**config.mk**
```make
export PLATFORM = sky130hd
export DESIGN_NAME = ssp_stack_ptr
export DESIGN_NICKNAME = d
export VERILOG_FILES = /design/src/rtl/ssp_stack_ptr_pkg.sv /design/src/rtl/ssp_stack_ptr_storage_reg.sv /design/src/rtl/ssp_stack_ptr.sv
export SDC_FILE = /design/constraint.sdc
export NUM_CORES = 1
export LEC_CHECK = 0
export ABC_AREA = 0
export CORE_UTILIZATION = 38
export CTS_CLUSTER_DIAMETER = 80
export DETAILED_ROUTE_END_ITERATION = 6
export PLACE_DENSITY_LB_ADDON = 0.3
export SLEW_MARGIN = 40
export SYNTH_ARGS = -nofsm -noshare
export SYNTH_HDL_FRONTEND = slang
export SYNTH_HIERARCHICAL = 1
export SYNTH_SLANG_ARGS = --single-unit
```
**constraint.sdc**
```tcl
create_clock -name clk -period 0.8 [get_ports clk]
set_input_delay 0.16 -clock clk [delete_from_list [all_inputs] [get_ports clk]]
set_output_delay 0.16 -clock clk [all_outputs]
set_load 0.1 [all_outputs]
```
**src/rtl/ssp_stack_ptr_pkg.sv**
```systemverilog
// Shared CP0 constants for the system stack pointer register group.
// Holds enable encodings, the CP0 word width and the SSP reset value.
package ssp_stack_ptr_pkg;

    localparam logic ENABLE  = 1'b1;
    localparam logic DISABLE = 1'b0;

    localparam int CP0_DATA_W = 32;

    typedef logic [CP0_DATA_W-1:0] cp0_word_t;

    localparam cp0_word_t SSP_RESET_VAL = 32'h0000_0000;

    // Unknown or floating enables compare false here, so they act as deasserted.
    function automatic logic is_enabled(input logic en);
        if (en == ENABLE) begin
            return ENABLE;
        end else begin
            return DISABLE;
        end
    endfunction

endpackage

```
**src/rtl/ssp_stack_ptr_storage_reg.sv**
```systemverilog
// WIDTH-bit register with asynchronous active-high reset and a load enable.
// Used as the storage element of the system stack pointer.
module ssp_storage_reg
    import ssp_stack_ptr_pkg::*;
#(
    parameter int               WIDTH     = CP0_DATA_W,
    parameter logic [WIDTH-1:0] RESET_VAL = '0
) (
    input  logic             clk,
    input  logic             rst,
    input  logic             en,
    input  logic [WIDTH-1:0] d,
    output logic [WIDTH-1:0] q
);

    logic load;

    assign load = is_enabled(en);

    always_ff @(posedge clk or posedge rst) begin
        if (rst) begin
            q <= RESET_VAL;
        end else if (load) begin
            q <= d;
        end
    end

endmodule

```
**src/rtl/ssp_stack_ptr.sv**
```systemverilog
// System stack pointer holding register with gated combinational read.
// Optional write-through forwarding on simultaneous read/write: SSP_WRITE_BYPASS_EN.
module ssp_stack_ptr
    import ssp_stack_ptr_pkg::*;
#(
    parameter int               WIDTH      = CP0_DATA_W,
    parameter logic [WIDTH-1:0] RESET_VAL  = SSP_RESET_VAL,
    parameter int               ALIGN_BITS = 2
) (
    input  logic             clk,
    input  logic             rst,
    input  logic             we_s,
    input  logic             re_p,
    input  logic [WIDTH-1:0] write_data,
    output logic [WIDTH-1:0] read_data,
    output logic             misaligned
);

    logic [WIDTH-1:0] ptr;
    logic             rd_en;

    ssp_storage_reg #(
        .WIDTH     (WIDTH),
        .RESET_VAL (RESET_VAL)
    ) u_storage (
        .clk (clk),
        .rst (rst),
        .en  (we_s),
        .d   (write_data),
        .q   (ptr)
    );

    assign rd_en = is_enabled(re_p);

`ifdef SSP_WRITE_BYPASS_EN
    logic fwd_en;

    assign fwd_en = is_enabled(we_s) && (rst == DISABLE);

    // Forward the incoming word so a same-cycle reader sees the value being written.
    always_comb begin
        read_data = '0;
        if (rd_en) begin
            read_data = fwd_en ? write_data : ptr;
        end
    end
`else
    always_comb begin
        read_data = '0;
        if (rd_en) begin
            read_data = ptr;
        end
    end
`endif

    // Status only: a misaligned pointer is still stored as written.
    generate
        if (ALIGN_BITS > 0) begin : g_align
            assign misaligned = |ptr[ALIGN_BITS-1:0];
        end else begin : g_no_align
            assign misaligned = 1'b0;
        end
    endgenerate

endmodule

```
==> impl_metrics.env <==
export IMPL_final_cells=254
export IMPL_ant_nets=0
export IMPL_fin_hold_ws_ns=0.245
export IMPL_synth_xor_area_share_pct=0
export IMPL_synth_area_leader_cell="dfrtp_1"
export IMPL_synth_top_cell_area_share_pct=49.7
export IMPL_fp_row_count=23
export IMPL_core_area_um2=4030
export IMPL_yosys_warnings=6
export IMPL_portBuffers=68
export IMPL_ioPinCount=69
export IMPL_yosys_top_cells_count="and2_2, dfrtp_1, mux2_4"
export IMPL_relSlewSlack_pct=89.9
export IMPL_grt_pass1_vias=1251
export IMPL_synth_cell_types=9
export IMPL_hpwl_um=2680
export IMPL_largest_register_ffs=32
export IMPL_crit_arrival_ns=1.12
export IMPL_grt_use_total_pct=19.6
export IMPL_worstMarginPinSlew_ns=0.152
export IMPL_setup_viol=55
export IMPL_chipHeight_um=67.1
export IMPL_ys_seq_area_share_pct=49.7
export IMPL_first_pass_iters=2
export IMPL_nets=239
export IMPL_irDropWorstVdd_mv=1.30
export IMPL_synth_edf_count=0
export IMPL_drive_gt1_share_pct=68.1
export IMPL_hold_viol_final=0
export IMPL_viasPerCell=4.57
export IMPL_skew_ns=0
export IMPL_cts_hold_buf=0
export IMPL_top_regs="u_storage/q (32)"
export IMPL_via_count=1162
export IMPL_syn_to_final_growth_pct=91.8
export IMPL_crit_fanout=3
export IMPL_critPathLaunchType="flop"
export IMPL_antenna_found_initial=0
export IMPL_synth_adder_area_share_pct=0
export IMPL_dr_first_iter_drc_count=34
export IMPL_crit_type="reg2out"
export IMPL_numCtsBuffers=5
export IMPL_violations="setup timing"
export IMPL_rr_worst_depth=3
export IMPL_dpl_cell_count=221
export IMPL_die_x_um=67.1
export IMPL_antenna_cells=0
export IMPL_htreeDepth=2
export IMPL_clkLatencyLatePin_ns=0.29
export IMPL_place_ws_ns=-0.588
export IMPL_synth_mux_area_fraction_pct=29.4
export IMPL_synth_compound_area_share_pct=0
export IMPL_critPathCaptureType="output pin"
export IMPL_avgSynthCellArea_um2=15.3
export IMPL_drc_errors=0
export IMPL_finalSetupTns_ns=-13.61
export IMPL_outcome="finished with violations"
export IMPL_grt_max_degree=18
export IMPL_hp_class="in2async"
export IMPL_place_gp_congestion=0.631
export IMPL_timing_max_cap_violations=0
export IMPL_min_period_ns=1.28
export IMPL_synth_seq_cells=32
export IMPL_netlist_area_um2=1610
export IMPL_p_per_area_nw_per_um2=1860
export IMPL_regMostFlops="u_storage/q"
export IMPL_cts_tree="yes"
export IMPL_slew_viol_final=0
export IMPL_synth_top_family_by_area="multiplexers"
export IMPL_synth_simple_area_share_pct=15.3
export IMPL_grt_first_pass_wirelength_um=6090
export IMPL_path_clk_slew_ns=0.07
export IMPL_grt_overflow=0
export IMPL_rsz0062_at_grt="yes"
export IMPL_cts_sinks=32
export IMPL_synth_nets=141
export IMPL_clock_fmax_mhz=780
export IMPL_routedWlPerCell_um=16.0
export IMPL_clock_path_buffers=2
export IMPL_fin_ws_ns=-0.482
export IMPL_async_reset_ff_share_pct=100
export IMPL_dieArea_um2=4500
export IMPL_synthCells=105
export IMPL_ys_top_cells_by_area="dfrtp_1, mux2_4, and2_2"
export IMPL_cp_data_required_time_ns=0.64
export IMPL_cts_root_buf="clkbuf_8"
export IMPL_finalCritPeriodShare_pct=160
export IMPL_p_leak_nw=1.45
export IMPL_finalWirelength_um=4070
export IMPL_ys_flop_type="dfrtp_1"
export IMPL_start_util_pct=40.0
cell usage in the layout, fill, tap and decap left out, types with 2 or more instances in the layout:
master           instances
buf_4                   10
clkinv_2                 2
mux2_4                  30
buf_12                  38
clkdlybuf4s50_1         33
clkbuf_8                 5
dfrtp_1                 32
buf_6                   14
and2_4                  32
mux2_2                   2
layer usage:
layer  track usage, %  wire (um)  part of all wire (%)
met1             22.1       1620                    40
met5                0          0                     0
met3             5.48        224                   5.5
met4             10.4         72                   1.8
met2             33.0       2150                    53
worst max-delay path: stages (launching register included):
cell and delay [ns]:
dfrtp_1 0.40, or2_4 0.27, buf_12 0.16
per-stage QoR:
| stage | area [um^2] | util (%) | total power, W |
|---|---|---|---|
| 3_5_place_dp | 2740 | 68.0 | 0.00431 |
| 6_report | 3090 | 76.6 | 0.00575 |
| 5_1_grt | 3090 | 76.6 | 0.00596 |
| 3_3_place_gp | 2740 | 68.0 | 0.00427 |
| 4_1_cts | 2980 | 73.9 | 0.00568 |
| 2_1_floorplan | 1690 | - | 0.00344 |
where the power goes:
part | switching, W | total (W) | internal (W)
Combinational | 0.00136 | 0.00264 | 0.00128
Clock | 0.000616 | 0.00122 | 0.000604
Sequential | 0.000107 | 0.00189 | 0.00178
Total | 0.00208 | 0.00575 | 0.00367
path summary, 6_finish.rpt:
check	startpoint	end	slack, ns
min in group clk	we_s	u_storage/q[0]	0.38
max reg2reg	u_storage/q[15]	u_storage/q[15]	-0.20
min reg2reg	u_storage/q[28]	u_storage/q[28]	0.52
min	rst	u_storage/q[10]	0.25
max	u_storage/q[0]	misaligned	-0.48
max in group asynchronous	rst	u_storage/q[25]	0.42
kinds of logic after synthesis:
family                 after synthesis
buffers and inverters                8
AND/OR/NAND/NOR                     33
flip-flops                          32
multiplexers                        32
cell type report:
| class | count | area, um^2 |
|---|---|---|
| Fill cell | 254 | 941 |
| Multi-Input combinational cell | 65 | 762 |
| Timing Repair Buffer | 98 | 1370 |
| Clock buffer | 5 | 68.8 |
| Clock inverter | 3 | 18.8 |
| Inverter | 1 | 7.51 |
| Sequential cell | 32 | 801 |
| Tap cell | 50 | 62.6 |
what timing repair did:
action	CTS	global route
cloned	1	0
gates resized for setup	4	14
buffers inserted	16	15
pin swaps	4	1
endpoints found under the setup margin	33	50
Power figures use the tool's default switching activity.
